## src/rtl/ctrl_seq_16b.sv

```systemverilog
// rtl/ctrl_seq_16b.sv - multi-cycle register-file/ALU control sequencer
// Strobes decode from state and IR only, so an async reset clears them at once.
module ctrl_seq_16b #(
  parameter int TIMEOUT = 15
) (
  input  logic        clk,
  input  logic        rst,
  input  logic [15:0] instr,
  input  logic        instr_valid,
  output logic        instr_ready,
  input  logic        alu_done,
  output logic [7:0]  load,
  output logic [7:0]  outenA,
  output logic [7:0]  outenB,
  output logic [3:0]  alu_op,
  output logic        alu_start,
  output logic        wb_sel,
  output logic [15:0] imm,
  output logic        halted,
  output logic        err,
  output logic [15:0] retire_cnt
);

  typedef enum logic [2:0] {
    S_IDLE, S_DECODE, S_READ, S_EXEC, S_WB, S_HALT
  } state_t;

  localparam logic [3:0] OP_NOP  = 4'd0;
  localparam logic [3:0] OP_MOV  = 4'd6;
  localparam logic [3:0] OP_LDI  = 4'd7;
  localparam logic [3:0] OP_HALT = 4'd15;
  localparam logic [7:0] TLAST   = 8'(TIMEOUT - 1);

  state_t      state, state_nxt;
  logic [15:0] ir;
  logic [7:0]  tcnt;
  logic        set_err, retire_inc;

  logic [3:0] op;
  logic [2:0] rd, ra, rb;
  assign op = ir[15:12];
  assign rd = ir[11:9];
  assign ra = ir[8:6];
  assign rb = ir[5:3];

  always_comb begin
    state_nxt   = state;
    set_err     = 1'b0;
    retire_inc  = 1'b0;
    instr_ready = 1'b0;
    load        = 8'h00;
    outenA      = 8'h00;
    outenB      = 8'h00;
    alu_op      = 4'd0;
    alu_start   = 1'b0;
    wb_sel      = 1'b0;
    case (state)
      S_IDLE: begin
        instr_ready = ~rst;
        if (instr_valid) state_nxt = S_DECODE;
      end
      S_DECODE: begin
        if (op == OP_NOP) begin
          retire_inc = 1'b1;
          state_nxt  = S_IDLE;
        end else if (op == OP_HALT) begin
          state_nxt = S_HALT;
        end else if (op == OP_LDI) begin
          state_nxt = S_WB;
        end else if (op <= OP_MOV) begin
          state_nxt = S_READ;
        end else begin
          set_err   = 1'b1;
          state_nxt = S_IDLE;
        end
      end
      S_READ, S_EXEC: begin
        outenA    = 8'h01 << ra;
        outenB    = (op == OP_MOV) ? 8'h00 : (8'h01 << rb);
        alu_op    = (op == OP_MOV) ? 4'd0 : op;
        alu_start = (state == S_READ);
        if (state == S_READ) begin
          state_nxt = S_EXEC;
        end else if (alu_done) begin
          state_nxt = S_WB;
        end else if (tcnt == TLAST) begin
          set_err   = 1'b1;
          state_nxt = S_IDLE;
        end
      end
      S_WB: begin
        load       = 8'h01 << rd;
        wb_sel     = (op != OP_LDI);
        retire_inc = 1'b1;
        state_nxt  = S_IDLE;
      end
      S_HALT:  state_nxt = S_HALT;
      default: state_nxt = S_IDLE;
    endcase
  end

  always_ff @(posedge clk or posedge rst) begin
    if (rst) begin
      state      <= S_IDLE;
      ir         <= 16'h0000;
      tcnt       <= 8'd0;
      err        <= 1'b0;
      retire_cnt <= 16'h0000;
    end else begin
      state <= state_nxt;
      if (state == S_IDLE && instr_valid) ir <= instr;
      tcnt <= (state == S_EXEC) ? tcnt + 8'd1 : 8'd0;
      if (set_err) err <= 1'b1;
      if (retire_inc) retire_cnt <= retire_cnt + 16'h0001;
    end
  end

  assign imm    = {7'b0, ir[8:0]};
  assign halted = (state == S_HALT);

endmodule

```

## config.mk

```make
export PLATFORM = sky130hd
export DESIGN_NAME = ctrl_seq_16b
export DESIGN_NICKNAME = d
export VERILOG_FILES = /design/src/rtl/ctrl_seq_16b.sv
export SDC_FILE = /design/constraint.sdc
export NUM_CORES = 1
export LEC_CHECK = 0
export CELL_PAD_IN_SITES_DETAIL_PLACEMENT = 1
export CELL_PAD_IN_SITES_GLOBAL_PLACEMENT = 1
export CORE_MARGIN = 4
export CORE_UTILIZATION = 36
export CTS_CLUSTER_SIZE = 25
export DETAILED_ROUTE_END_ITERATION = 12
export PLACE_DENSITY_LB_ADDON = 0.1
export SYNTH_ARGS = -nofsm -noshare
export SYNTH_HDL_FRONTEND = slang
export SYNTH_SLANG_ARGS = --single-unit
```

## constraint.sdc

```tcl
create_clock -name clk -period 4.9 [get_ports clk]
set_input_delay 0.735 -clock clk [delete_from_list [all_inputs] [get_ports clk]]
set_output_delay 0.735 -clock clk [all_outputs]
set_load 0.005 [all_outputs]
```

==> out/qor.csv, run 1 <==
stage,metric,value,unit
outcome,outcome,finished clean,
clock_network,cts_tree,done,
sta,rsz0062_at_grt,false,
global_route,grt_pass1_wl,9.51,mm
global_route,antenna_found_initial,0,
floorplan,start_util,0.375,
job,maxCapViolCount,0,
placement,port_buffers,77,
worst_setup_path,worstPathArrival,2230,ps
yosys,synthCells,239,
floorplan,die_x,89.5,um
route,postRouteAntennaNets,0,
clock_network,cts_resized,0,
yosys,yosys.cell_types.count,40,
route,drtIter0Drc,113,
worst_setup_path,worst-setup-path-type,reg2out,
route,via_per_inst,4.98,
sta,setup_violations,0,
final_layout,diodes,0,
route,avgRoutedWirePerCell,15.2,um
final_layout,design_area,3200,um^2
sta,tightest_slew,935,ps
worst_setup_path,critPathMaxStageDelay,560,ps
global_route,gr-usage-all-layers,0.153,
sta,hold_viol,0,
clock_network,root_buffer,clkbuf_8,
final_layout,num-nets-final,329,
yosys,synth-edff-count,0,
clock_network,clk_latency,300,ps
route,dr_total_vias,1913,
yosys,synth_area,2390,um^2
yosys,yosys_most_used_dff,dfrtp_1,
clock_network,cts_sinks,44,
sta,tns,0,ps
placement,place_area,3110,um^2
clock_network,hold_buffers,0,
sta,fin_skew,7.02,ps
yosys,postSynth.asyncResetShare,1.00,
placement,place.gp.congestion,0.746,
yosys,synth_warnings,0,
yosys,avgSynthCellArea,10.0,um^2
worst_setup_path,critPathTopFamily,simple AND/OR/NAND/NOR gates,
final_layout,fillers,743,
worst_setup_path,path_buf_inv,1,
clock_network,h-tree-depth,2,
sta,whs,476,ps
global_route,grt_max_degree,45,
sta,maxSlewViolCount,0,
global_route,grt_pass1_vias,1915,
placement,dp_hpwl,4.41,mm
worst_setup_path,crit_required,4160,ps
floorplan,num_rows,29,
floorplan,dieHeight,89.5,um
route,wl,5.84,mm
yosys,ys_seq_elements,44,
worst_setup_path,crit_fanout,12,
clock_network,clk_pin_slew,90,ps
power,vdd_drop_max,0.254,mV
sta,finalCritPeriodShare,0.604,
worst_setup_path,cp-end-kind,output port,
clock_network,post-cts-setup-buffers,0,
worst_setup_path,r2r_setup_slack,2950,ps
worst_setup_path,slowest_stage,dfrtp_1,
final_layout,drive_above_1_share,0.0977,
route,dr.pass1.iters,5,
floorplan,coreArea,6390,um^2
worst_setup_path,critPathLaunchType,flop,
power,cellLeakagePower,0.00129,uW
final_layout,syn_to_final_growth,33.8,%
global_route,grt.overflow.total,0,
yosys,ys_seq_area_frac,0.460,
floorplan,die_area,8020,um^2
sta,clock.fmax,338,MHz
sta,max-slew-margin-rel,0.376,
floorplan,pin_count,85,
clock_network,cts-buffers-inserted,5,
clock_network,clockBufferDepth,2,
sta,min_period,2960,ps
worst_setup_path,path_cells,"nor3b_2, nand2_1, nor3_1, clkdlybuf4s50_1",
route,drc,0,
power,power.density,461,nW/um^2
min_path,hold_path.class,reg2reg,
metrics by stage:
stage | worst slack [ps] | instances | total power (uW) | utilization
6_report | 1940 | 384 | 1480 | 0.501
5_1_grt | 1740 | 384 | 1590 | 0.501
4_1_cts | 1910 | 384 | 1500 | 0.501
3_5_place_dp | 2250 | 376 | 1250 | 0.487
3_3_place_gp | 2270 | 376 | 1230 | 0.487
2_1_floorplan | 2990 | 245 | 1010 | -
placed cells by master (no fill, tap or decap), types with 3 or more instances in the layout:
cell             synthesis  layout
nand3_1                  6       6
xor2_1                  13      13
o21ai_0                  4       4
nor2_1                  27      27
a21oi_1                  4       4
clkbuf_8                 1       6
a31oi_1                  4       4
nor3_1                  15      15
xnor2_1                  8       8
mux2_2                  15      15
nand2_1                 18      18
ha_1                     3       3
nand4_1                  6       6
conb_1                   1       7
and3_1                   3       3
and2_1                   4       4
dfrtp_1                 44      44
nor4_1                   5       5
clkdlybuf4s50_1          0      77
inv_1                    9       8
nand2b_1                 8       8
registers in the layout, indices dropped and copies added (netlist names):
| register | cells |
|---|---|
| tcnt | 8 |
| ir | 16 |
| err | 1 |
| state | 3 |
| retire_cnt | 16 |
logic make-up after synthesis:
logic type      count (synthesis)  synth area share
flops                          44             0.460
fa+ha+maj                       3            0.0157
compound gates                 19            0.0596
mux                            15            0.0706
simple gates                  104             0.228
buf+inv                        32            0.0873
other cells                     1           0.00157
xor+xnor                       21            0.0768
cell type report:
cell class	instances	area (um^2)	share of cell area
Clock buffer	7	86.3	0.0270
Tap cell	77	96.3	0.0301
Timing Repair Buffer	77	771	0.241
Inverter	9	33.8	0.0106
Clock inverter	1	7.51	0.00234
Sequential cell	44	1100	0.344
Multi-Input combinational cell	169	1110	0.345
cells in the mapped netlist (5+ instances only):
master,number,area share
dfrtp_1,44,0.46
nor2_1,27,0.042
nand2_1,18,0.028
buf_4,16,0.050
mux2_2,15,0.071
nor3_1,15,0.031
xor2_1,13,0.048
inv_1,9,0.014
nand2b_1,8,0.021
xnor2_1,8,0.029
nand3_1,6,0.013
nand4_1,6,0.016
nor4_1,5,0.013
where the power goes:
part           total [uW]  internal [uW]  switching [uW]
Sequential            626            460             166
Clock                 241            115             127
Combinational         608            351             257
per-layer routing:
metal / up-vias / global-route usage / part of all wire / wire [um]
met5: - / 0 / 0 / 0
met4: 0 / 0.0365 / 0.011 / 63
met3: 5 / 0.0378 / 0.066 / 383
met2: 64 / 0.243 / 0.45 / 2640
met1: 922 / 0.209 / 0.47 / 2760
li1: 922 / - / - / -
final timing paths:
path | from | to | cells after the start
hold / removal | retire_cnt[15]$_DFFE_PP0P_ | retire_cnt[15]$_DFFE_PP0P_ | 1
setup / recovery | state[2]$_DFFE_PP0P_ | load[4] | 4
setup reg to reg | state[2]$_DFFE_PP0P_ | ir[4]$_DFFE_PP0P_ | 3
min in group asynchronous | rst | retire_cnt[2]$_DFFE_PP0P_ | 2
hold reg to reg | retire_cnt[15]$_DFFE_PP0P_ | retire_cnt[15]$_DFFE_PP0P_ | 1
max in group asynchronous | rst | ir[1]$_DFFE_PP0P_ | 2
(Power assumes the default switching activity.)
==> run 2, diff against run 1 <==
--- a/config.mk
+++ b/config.mk
@@ -8,7 +8,7 @@
 export CELL_PAD_IN_SITES_DETAIL_PLACEMENT = 1
 export CELL_PAD_IN_SITES_GLOBAL_PLACEMENT = 1
 export CORE_MARGIN = 4
-export CORE_UTILIZATION = 36
+export CORE_UTILIZATION = 34
 export CTS_CLUSTER_SIZE = 25
 export DETAILED_ROUTE_END_ITERATION = 12
 export PLACE_DENSITY_LB_ADDON = 0.1
==> constraint.sdc (replaced) <==
create_clock -name clk -period 2.8 [get_ports clk]
set_input_delay 0.42 -clock clk [delete_from_list [all_inputs] [get_ports clk]]
set_output_delay 0.42 -clock clk [all_outputs]
set_load 0.005 [all_outputs]
==> out/qor.csv, run 2 (same netlist as run 1, synthesis figures left out) <==
stage,metric,value,unit,change
outcome,outcome,finished clean,,
sta,finalCritPeriodShare,0.941,,
sta,rsz0062_at_grt,false,,
route,avgRoutedWirePerCell,14.8,um,-2.8%
sta,max-slew-margin-rel,0.615,,+0.239
floorplan,dieHeight,91.9,um,+2.6%
clock_network,root_buffer,clkbuf_8,,
sta,fin_skew,8.33,ps,+1.31 ps
clock_network,cts_tree,done,,
clock_network,cts_sinks,44,,unchanged
worst_setup_path,crit_start,state[1]$_DFFE_PP0P_,,
worst_setup_path,path_buf_inv,1,,unchanged
clock_network,clockBufferDepth,2,,unchanged
floorplan,num_rows,30,,+3.4%
power,total_power,2630,uW,+78%
global_route,grt_max_degree,45,,unchanged
worst_setup_path,critPathLaunchType,flop,,
worst_setup_path,crit-reg2reg-launch,ir[15]$_DFFE_PP0P_,,
sta,clock.fmax,380,MHz,
clock_network,clk_pin_slew,80,ps,about the same
sta,setup_violations,0,,unchanged
final_layout,num-nets-final,332,,+0.91%
worst_setup_path,r2r_end,retire_cnt[11]$_DFFE_PP0P_,,
worst_setup_path,path_cells,"nand2b_1, a31oi_2, nand2_1, nor3_1, clkdlybuf4s50_1",,
worst_setup_path,critPathTopFamily,simple AND/OR/NAND/NOR gates,,
final_layout,fillers,803,,+8.1%
final_layout,final_common_cell,clkdlybuf4s50_1,,
power,power.density,805,nW/um^2,+75%
clock_network,hold_buffers,0,,unchanged
min_path,hold_path.class,reg2reg,,
sta,tightest_slew,578,ps,-358 ps
final_layout,final_cell_mix,"clkdlybuf4s50_1, dfrtp_1, nor2_1",,
worst_setup_path,worst-setup-path-type,reg2out,,
placement,dpl.cell_count,398,,+5.9%
global_route,grt-busiest-layer,met2,,
route,via_per_inst,4.70,,-5.6%
global_route,grt_pass1_vias,1938,,+1.2%
route,dr.pass1.iters,4,,-1
worst_setup_path,slowest_stage,dfrtp_1,,
final_layout,diodes,0,,unchanged
global_route,gr-usage-met1,0.206,,-0.00289
final_layout,drive_above_1_share,0.116,,+0.0184
floorplan,coreArea,6830,um^2,+7.0%
floorplan,start_util,0.350,,-0.0244
clock_network,post-cts-setup-buffers,0,,unchanged
worst_setup_path,cp-end-kind,output port,,
worst_setup_path,ff2ff_path_depth,4,,+1
clock_network,clk_latency,310,ps,about the same
worst_setup_path,r2r_setup_slack,910,ps,-2040 ps
sta,min_period,2630,ps,
route,postRouteAntennaNets,0,,unchanged
clock_network,h-tree-depth,2,,unchanged
route,drc,0,,unchanged
sta,hold_viol,0,,unchanged
worst_setup_path,crit_fanout,9,,-3
worst_setup_path,endpoint,outenB[4],,
sta,tns,0,ps,unchanged
global_route,use_met3,0.0394,,+0.00159
power,cellLeakagePower,0.00131,uW,+1.3%
job,maxCapViolCount,0,,unchanged
worst_setup_path,critical_path_depth,5,,+1
final_layout,stdcell_count,406,,+5.7%
route,wl,6.00,mm,+2.8%
worst_setup_path,crit_required,2380,ps,-1780 ps
route,dr_total_vias,1909,,-0.21%
global_route,met2_usage,0.215,,-0.0280
global_route,antenna_found_initial,0,,unchanged
clock_network,cts-buffers-inserted,5,,unchanged
final_layout,reg.largest.list,"ir: 16 flops, retire_cnt: 16 flops, tcnt: 8 flops",,
final_layout,syn_to_final_growth,36.4,%,
placement,place.gp.congestion,0.751,,+0.67%
worst_setup_path,worstPathArrival,2210,ps,-20 ps
power,vdd_drop_max,0.326,mV,+28%
floorplan,die_x,91.9,um,+2.6%
route,drtIter0Drc,89,,-21%
placement,port_buffers,77,,unchanged
floorplan,pin_count,85,,unchanged
global_route,grt.overflow.total,0,,unchanged
floorplan,die_area,8450,um^2,+5.4%
global_route,grt_pass1_wl,9.89,mm,+4.0%
placement,dp_hpwl,4.44,mm,+0.66%
clock_network,cts_resized,0,,unchanged
worst_setup_path,critPathMaxStageDelay,560,ps,about the same
global_route,gr-usage-all-layers,0.146,,-0.00647
sta,maxSlewViolCount,0,,unchanged
==> run 2: changes by cell type in the layout (fill, tap and decap cells not counted), sizes merged <==
cell  before  now
buf        0    3
==> run 2: through the flow <==
stage | hold slack [ps] | util | setup WS (ps) | cell area (um^2)
after floorplan | 465 | - | 1170 | 2420
after global placement | 468 | 0.462 | 516 | 3150
after detailed placement | 483 | 0.462 | 403 | 3150
after CTS | 499 | 0.475 | 65.6 | 3250
after global routing | 510 | 0.478 | 21.9 | 3260
final | 486 | 0.478 | 165 | 3260
==> run 2: power by group <==
part | leakage [uW] | switching [uW] | internal, uW
combinational | 0.000700 | 470 | 641
sequential | 0.000564 | 283 | 807
clock | 0.0000445 | 226 | 201
total | 0.00131 | 980 | 1650
==> run 2: metal layers <==
metal,up-vias,part of all wire
met2,60,0.41
li1,933,-
met5,-,0
met4,0,0.014
met3,6,0.065
met1,910,0.51
==> run 2: area by class of cell <==
type                       count  area, um^2  area share
inverter                       9        33.8      0.0103
sequential                    44        1100       0.338
clock inverter                 1        7.51     0.00230
timing repair buffer          80         793       0.243
multi-input combinational    169        1120       0.343
tap                           96         120      0.0368
clock buffer                   7        86.3      0.0264
==> run 2: worst min path at each step <==
stage | startpoint | to | slack [ps] | cells after the start
2_1_floorplan | retire_cnt[15]$_DFFE_PP0P_ | retire_cnt[15]$_DFFE_PP0P_ | 460 | 1
3_3_place_gp | retire_cnt[15]$_DFFE_PP0P_ | retire_cnt[15]$_DFFE_PP0P_ | 470 | 1
3_5_place_dp | retire_cnt[12]$_DFFE_PP0P_ | retire_cnt[12]$_DFFE_PP0P_ | 480 | 1
4_1_cts | retire_cnt[12]$_DFFE_PP0P_ | retire_cnt[12]$_DFFE_PP0P_ | 500 | 1
5_1_grt | retire_cnt[12]$_DFFE_PP0P_ | retire_cnt[12]$_DFFE_PP0P_ | 510 | 1
6_report | retire_cnt[15]$_DFFE_PP0P_ | retire_cnt[15]$_DFFE_PP0P_ | 490 | 1
